[config.mk]
export PLATFORM = sky130hd
export DESIGN_NAME = burst_stream_gen_flat
export DESIGN_NICKNAME = d
export VERILOG_FILES = /design/src/rtl/burst_stream_gen_if.sv /design/src/rtl/burst_stream_gen.sv /design/src/flat_wrapper.sv
export SDC_FILE = /design/constraint.sdc
export NUM_CORES = 1
export LEC_CHECK = 0
export ABC_AREA = 1
export CORE_MARGIN = 2
export CORE_UTILIZATION = 40
export DETAILED_ROUTE_END_ITERATION = 8
export PLACE_DENSITY = 0.66
export SLEW_MARGIN = 40
export SYNTH_ARGS = -nofsm -noshare
export SYNTH_HDL_FRONTEND = slang
export SYNTH_SLANG_ARGS = --single-unit
[constraint.sdc]
create_clock -name clk -period 2.5 [get_ports clk]
set_input_delay 0.375 -clock clk [delete_from_list [all_inputs] [get_ports clk]]
set_output_delay 0.375 -clock clk [all_outputs]
set_load 0.02 [all_outputs]
[src/rtl/burst_stream_gen_if.sv]
// Control/data bundle between a burst_stream_gen and whatever programs and consumes it.
// master = controller side (programs pattern, issues start); slave = the generator itself.
interface burst_stream_gen_if #(
    parameter int WORD_LEN  = 8,
    parameter int PAT_DEPTH = 16,
    parameter int CNT_W     = 8
);
    localparam int AW = $clog2(PAT_DEPTH);

    logic                pat_we;
    logic [AW-1:0]       pat_addr;
    logic [WORD_LEN-1:0] pat_wdat;
    logic [AW:0]         pat_len;
    logic [CNT_W-1:0]    burst_len;
    logic [CNT_W-1:0]    gap_len;
    logic [CNT_W-1:0]    num_bursts;
    logic                start;
    logic [WORD_LEN-1:0] dat_o;
    logic                val_o;
    logic                busy;
    logic                done;

    modport master (
        output pat_we, pat_addr, pat_wdat, pat_len, burst_len, gap_len, num_bursts, start,
        input  dat_o, val_o, busy, done
    );

    modport slave (
        input  pat_we, pat_addr, pat_wdat, pat_len, burst_len, gap_len, num_bursts, start,
        output dat_o, val_o, busy, done
    );
endinterface

[src/rtl/burst_stream_gen.sv]
// Purpose: replays a stored sample pattern as valid-qualified bursts separated by idle gaps.
// Latency: first beat one cycle after an accepted start; all outputs registered.
// Backpressure: none; the consumer must accept every val_o beat.
module burst_stream_gen #(
    parameter int WORD_LEN  = 8,
    parameter int PAT_DEPTH = 16,
    parameter int CNT_W     = 8
) (
    input  logic                 clk,
    input  logic                 rst,
    burst_stream_gen_if.slave    bus
);
    localparam int AW = $clog2(PAT_DEPTH);
    localparam logic [AW:0] DEPTH_V = (AW+1)'(PAT_DEPTH);

    typedef enum logic [1:0] {IDLE, RUN, GAP, FIN} state_t;

    state_t              state_q, state_n;
    logic [AW-1:0]       ptr_q, ptr_n;
    logic [CNT_W-1:0]    beat_q, beat_n;
    logic [CNT_W-1:0]    burst_q, burst_n;
    logic [CNT_W-1:0]    gap_q, gap_n;
    logic [AW:0]         plen_q, plen_n;
    logic [CNT_W-1:0]    blen_q, blen_n;
    logic [CNT_W-1:0]    glen_q, glen_n;
    logic [CNT_W-1:0]    nb_q, nb_n;
    logic [WORD_LEN-1:0] dat_q, dat_n;
    logic                val_q, val_n;
    logic                busy_q, busy_n;
    logic                done_q, done_n;

    logic [WORD_LEN-1:0] mem [PAT_DEPTH];
    logic [AW-1:0]       rd_addr;
    logic [WORD_LEN-1:0] rd_dat;
    logic [AW:0]         plen_clamp;
    logic                wr_en;
    logic                last_beat, last_burst, last_gap, ptr_last;

    // Pattern writes are only honoured while no run is in progress.
    assign wr_en = bus.pat_we && (state_q == IDLE || state_q == FIN);

    always_ff @(posedge clk) begin
        if (wr_en) begin
            mem[bus.pat_addr] <= bus.pat_wdat;
        end
    end

    // Bypass so a write issued alongside start is seen by the first beat.
    assign rd_dat = (wr_en && bus.pat_addr == rd_addr) ? bus.pat_wdat : mem[rd_addr];

    always_comb begin
        plen_clamp = bus.pat_len;
        if (bus.pat_len == '0) begin
            plen_clamp = (AW+1)'(1);
        end else if (bus.pat_len > DEPTH_V) begin
            plen_clamp = DEPTH_V;
        end
    end

    // Compare against length-1 so an all-ones length never needs a wider counter.
    assign last_beat  = (beat_q  == blen_q - CNT_W'(1));
    assign last_burst = (burst_q == nb_q   - CNT_W'(1));
    assign last_gap   = (gap_q   == glen_q - CNT_W'(1));
    assign ptr_last   = ({1'b0, ptr_q} == plen_q - (AW+1)'(1));

    always_comb begin
        state_n = state_q;
        ptr_n   = ptr_q;
        beat_n  = beat_q;
        burst_n = burst_q;
        gap_n   = gap_q;
        plen_n  = plen_q;
        blen_n  = blen_q;
        glen_n  = glen_q;
        nb_n    = nb_q;
        val_n   = 1'b0;
        busy_n  = 1'b0;
        done_n  = 1'b0;
        rd_addr = '0;

        case (state_q)
            IDLE: begin
                if (bus.start) begin
                    plen_n = plen_clamp;
                    blen_n = bus.burst_len;
                    glen_n = bus.gap_len;
                    nb_n   = bus.num_bursts;
                    if (bus.burst_len == '0 || bus.num_bursts == '0) begin
                        state_n = FIN;
                        done_n  = 1'b1;
                    end else begin
                        state_n = RUN;
                        ptr_n   = '0;
                        beat_n  = '0;
                        burst_n = '0;
                        val_n   = 1'b1;
                        busy_n  = 1'b1;
                    end
                end
            end
            RUN: begin
                busy_n = 1'b1;
                if (last_beat) begin
                    if (last_burst) begin
                        state_n = FIN;
                        busy_n  = 1'b0;
                        done_n  = 1'b1;
                    end else begin
                        burst_n = burst_q + CNT_W'(1);
                        beat_n  = '0;
                        ptr_n   = '0;
                        if (glen_q != '0) begin
                            state_n = GAP;
                            gap_n   = '0;
                        end else begin
                            val_n = 1'b1;
                        end
                    end
                end else begin
                    beat_n  = beat_q + CNT_W'(1);
                    ptr_n   = ptr_last ? '0 : ptr_q + AW'(1);
                    rd_addr = ptr_n;
                    val_n   = 1'b1;
                end
            end
            GAP: begin
                busy_n = 1'b1;
                if (last_gap) begin
                    state_n = RUN;
                    ptr_n   = '0;
                    beat_n  = '0;
                    val_n   = 1'b1;
                end else begin
                    gap_n = gap_q + CNT_W'(1);
                end
            end
            FIN: begin
                state_n = IDLE;
            end
            default: begin
                state_n = IDLE;
            end
        endcase

        dat_n = val_n ? rd_dat : '0;
    end

    always_ff @(posedge clk) begin
        if (rst) begin
            state_q <= IDLE;
            ptr_q   <= '0;
            beat_q  <= '0;
            burst_q <= '0;
            gap_q   <= '0;
            plen_q  <= '0;
            blen_q  <= '0;
            glen_q  <= '0;
            nb_q    <= '0;
            dat_q   <= '0;
            val_q   <= 1'b0;
            busy_q  <= 1'b0;
            done_q  <= 1'b0;
        end else begin
            state_q <= state_n;
            ptr_q   <= ptr_n;
            beat_q  <= beat_n;
            burst_q <= burst_n;
            gap_q   <= gap_n;
            plen_q  <= plen_n;
            blen_q  <= blen_n;
            glen_q  <= glen_n;
            nb_q    <= nb_n;
            dat_q   <= dat_n;
            val_q   <= val_n;
            busy_q  <= busy_n;
            done_q  <= done_n;
        end
    end

    assign bus.dat_o = dat_q;
    assign bus.val_o = val_q;
    assign bus.busy  = busy_q;
    assign bus.done  = done_q;
endmodule

[src/flat_wrapper.sv]
// flat-port wrapper written by rule: the top's interface ports become plain ports
module burst_stream_gen_flat 
#(
    parameter int WORD_LEN  = 8,
    parameter int PAT_DEPTH = 16,
    parameter int CNT_W     = 8
)
  (clk, rst, bus_pat_we, bus_pat_addr, bus_pat_wdat, bus_pat_len, bus_burst_len, bus_gap_len, bus_num_bursts, bus_start, bus_dat_o, bus_val_o, bus_busy, bus_done);
  burst_stream_gen_if #(.WORD_LEN(WORD_LEN), .PAT_DEPTH(PAT_DEPTH), .CNT_W(CNT_W)) bus_i ();
  input  logic clk;
  input  logic rst;
  input wire logic [$bits(bus_i.pat_we)-1:0] bus_pat_we;
  input wire logic [$bits(bus_i.pat_addr)-1:0] bus_pat_addr;
  input wire logic [$bits(bus_i.pat_wdat)-1:0] bus_pat_wdat;
  input wire logic [$bits(bus_i.pat_len)-1:0] bus_pat_len;
  input wire logic [$bits(bus_i.burst_len)-1:0] bus_burst_len;
  input wire logic [$bits(bus_i.gap_len)-1:0] bus_gap_len;
  input wire logic [$bits(bus_i.num_bursts)-1:0] bus_num_bursts;
  input wire logic [$bits(bus_i.start)-1:0] bus_start;
  output wire logic [$bits(bus_i.dat_o)-1:0] bus_dat_o;
  output wire logic [$bits(bus_i.val_o)-1:0] bus_val_o;
  output wire logic [$bits(bus_i.busy)-1:0] bus_busy;
  output wire logic [$bits(bus_i.done)-1:0] bus_done;
  assign bus_i.pat_we = bus_pat_we;
  assign bus_i.pat_addr = bus_pat_addr;
  assign bus_i.pat_wdat = bus_pat_wdat;
  assign bus_i.pat_len = bus_pat_len;
  assign bus_i.burst_len = bus_burst_len;
  assign bus_i.gap_len = bus_gap_len;
  assign bus_i.num_bursts = bus_num_bursts;
  assign bus_i.start = bus_start;
  assign bus_dat_o = bus_i.dat_o;
  assign bus_val_o = bus_i.val_o;
  assign bus_busy = bus_i.busy;
  assign bus_done = bus_i.done;
  burst_stream_gen #(.WORD_LEN(WORD_LEN), .PAT_DEPTH(PAT_DEPTH), .CNT_W(CNT_W)) u_core (.clk(clk), .rst(rst), .bus(bus_i));
endmodule
==> results by group <==
Final layout
  – Share of layout cells above drive strength 1: 0.1583
  – Area Growth Syn to Fin: 24.23%
  – Fin nets: roughly 1,300
  – Antenna Cells: 0

Timing
  – Worst Slack Setup Final: roughly 100 ps
  – Period utilisation layout: 0.9610
  – Slew Viols, Final: 0
  – Clock Skew: around 14 ps
  – Max Fclk: between 0.4 and 0.5 GHz
  – Fin. Hold Viols: 0
  – Actual slew at the worst max-slew pin: 817.0 ps
  – Post-route minimum period: between 2000 and 2500 ps
  – Setup violations, final: 0
  – RSZ-0062 raised after global routing: true
  – Slew margin rel.: 0.4512

Setup path
  – WP data required: approximately 2900 ps
  – Largest fanout on the critical path: 25
  – Reg2Reg Depth: 19
  – Critical Path AT: 2800 ps
  – Setup CP Type: reg -> reg
  – CP endpoint kind: flop
  – Startpoint type of the worst setup path: flop

Synth
  – Compound-gate portion of the synthesized area: 0.04819
  – Synth Instances: between 1,000 and 1,500
  – Largest family of logic cells by synthesized area: simple AND/OR/NAND/NOR gates
  – Post-synthesis simple-gate area fraction: 0.2863
  – Post-Syn Nets: ~1,200
  – Cell Area, Synth: approximately 10000 um2
  – YS warnings: 0
  – Synth Register Bits: approximately 200
  – Post-Synth Adder-Cell Area: 0.01502
  – Mux cell area share after synthesis: 0
  – Area share of xor/xnor cells in the synthesized design: 0.03768
  – Syn Area/Cell: about 8.5 um2
  – Unique cell type count in the Yosys netlist: 37
  – Post-synthesis sequential area ratio: 0.5247

Clock network
  – Clock root buffer: clkbuf_16
  – TritonCTS Sinks: 198
  – Clk slew on worst S/H paths: around 80 ps
  – Clk_lat worst skew: ~440 ps
  – CTS tree: done
  – Num CTS Buffers: 17
  – Worst-case clock buffer depth: 2
  – H-tree Lvls: 4

Die
  – I/O pins: between 50 and 60
  – Die span in x: about 160 um
  – Core Box Area: ~24,000 um2
  – Starting Density: 0.4086
  – Die Ht: about 160 um
  – Num rows: 57
  – Total die area: 26,270 um2

Routing
  – Drt total wl: 28,050 um
  – Drt drc: 0
  – Wire length per cell: ~17 um
  – Vias per inst: between 5 and 6
  – Post-route ant nets: 0
  – Via count: 8,563
  – DR iter-0 viols: around 860
  – Detailed Routing Iterations Pass 1: 5

Power
  – Peak VDD IR: about 0.44 mV
  – Tot Pwr: between 10 and 15 mW
  – Leak: about 5.2 nW
  – Pwr dens: around 940 nW/um2

Placement
  – Port bufs: between 50 and 60
  – HPWL Detailed: 17,610 um
  – Place WS: -37.17 ps
  – GPL Wtd Cong: around 0.98

Global routing
  – Vias in the first global route: between 7,000 and 8,000
  – Largest net degree at the start of global routing: 57
  – Overflow after GRT: 0
  – First-pass GRT wire length: 41,790 um
  – GRT Resource Usage Total: 0.2026
  – Initial antenna violation count: 0

Outcome
  – Run status: finished clean

Flow run
  – Max cap viols: 0

Min path
  – Worst hold path class: reg -> reg
  – Hold Path Depth: 2
==> sequential cells by signal, summed over array words and instances (netlist names) <==
register          count
u_core.nb_q           8
u_core.glen_q         8
u_core.plen_q         5
u_core.ptr_q          4
u_core.mem          128
u_core.state_q        2
u_core.gap_q          8
u_core.burst_q        8
u_core.bus.done       1
u_core.bus.busy       1
u_core.bus.val_o      1
u_core.blen_q         8
u_core.bus.dat_o      8
u_core.beat_q         8
==> per-stage QoR <==
step	instances	cell area [um2]	hold slack, ps	setup TNS [ps]	utilization
3_3_place_gp	1559	11220	460.6	-84.49	0.4586
3_5_place_dp	1559	11220	478.8	-179.5	0.4586
6_report	1613	12420	488.1	0	0.5076
5_1_grt	1613	12420	506.6	-296.1	0.5076
4_1_cts	1591	11870	490.5	0	0.4851
2_1_floorplan	1174	9996	445.3	0	-
==> routing by layer <==
metal,up-vias,share of wire,GRT usage
li1,4106,-,-
met1,4041,0.43,0.2781
met2,371,0.46,0.3294
met3,45,0.084,0.03856
met4,0,0.022,0.05551
met5,-,0,0
==> kinds of logic (layout without fill, tap and decap cells) <==
kind of cell               after synthesis  after routing
buffers and inverters                  219            330
adders and majority gates               12             12
xor gates and xnor gates                43             43
AOI/OAI and AO/OA                       94             94
and+or+nand+nor                        608            612
DFF                                    198            198
==> worst max-delay path: stages, from the launching register on <==
cell and delay, ps:
dfxtp_2 340, inv_2 50, ha_4 170, inv_2 50, nand2_1 60, nand3_2 80, nand2_1 50, inv_1 60
nand3_2 90, nor2_4 190, nand2_4 130, buf_4 170, buf_4 220, nand4_1 110, nand3_1 160, nand3_1 150
nand3_1 90, nand3_1 90, nand2_1 60, inv_1 50
==> repair_timing <==
item,in CTS,in global routing
endpoints found under the hold margin,0,0
gates resized for setup,3,77
setup buffers,0,10
setup endpoints to repair,9,34
hold buffers,0,0
pin swaps,1,35
cloned,0,12
==> Yosys cell counts <==
cell        n  area share
nor2_2      5      0.0031
dfxtp_1    70        0.14
nand4_1    74       0.046
buf_1       4      0.0015
nor3_1      9      0.0045
nand3b_1    2      0.0015
clkinv_1    4      0.0015
inv_2       8      0.0030
or2_1       1     0.00063
nor4_1      7      0.0044
nand3_4     2      0.0035
xnor2_1    17       0.015
nand2_2     3      0.0019
and3_1      2      0.0013
clkbuf_1   21      0.0079
edfxtp_1  128        0.38
nor3b_1     5      0.0038
buf_6       4      0.0045
a211oi_1    2      0.0015
nand3_2     7      0.0070
o21ai_1     4      0.0020
or2_0       1     0.00063
o21ai_0    44       0.022
or2_2      11      0.0069
o21ai_2     1     0.00088
buf_2      22       0.011
xor2_1     26       0.023
ha_1       12       0.015
a21o_1      1     0.00075
nor2_4      5      0.0056
a21oi_1    42       0.021
nand2_4     1      0.0011
nor2_1    153       0.057
clkbuf_2    1     0.00050
nand3_1   132       0.066
nand2_1   188       0.071
inv_1     155       0.058
==> layout make-up <==
class                      instances  area, um2
multi-input combinational        761       4185
clock inverter                    15      212.7
sequential                       198       5250
fill                            2211      12040
tap                              324      405.4
clock buffer                      17      425.4
inverter                         167      631.9
timing repair buffer             131       1308
==> layout by cell type, fill, tap and decap left out, types with 36 or more instances in the layout <==
cell type / netlist / layout
a21oi_1: 42 / 42
o21ai_0: 44 / 36
nand2_1: 188 / 185
nand3_1: 132 / 113
edfxtp_1: 128 / 128
clkdlybuf4s50_1: 0 / 55
buf_4: 0 / 55
inv_1: 155 / 150
nand4_1: 74 / 74
dfxtp_1: 70 / 66
nor2_1: 153 / 143
==> power breakdown <==
part	leakage (nW)	switching, mW	internal (mW)
Clock	0.309	1.46	1.48
Combinational	3.16	2.96	1.76
Sequential	1.73	0.219	3.76
==> path summary, 6_finish.rpt <==
| check | to | slack [ps] | from |
|---|---|---|---|
| worst min register to register | u_core.plen_q[1]$_SDFFE_PP0P_ | 490 | u_core.plen_q[1]$_SDFFE_PP0P_ |
| worst max-delay path | u_core.bus.dat_o[4]$_SDFF_PP0_ | 100 | u_core.blen_q[1]$_SDFFE_PP0P_ |
| worst max register to register | u_core.bus.dat_o[4]$_SDFF_PP0_ | 100 | u_core.blen_q[1]$_SDFFE_PP0P_ |
| worst min-delay path | u_core.plen_q[1]$_SDFFE_PP0P_ | 490 | u_core.plen_q[1]$_SDFFE_PP0P_ |
No activity file was read; power rests on OpenSTA's default activity.
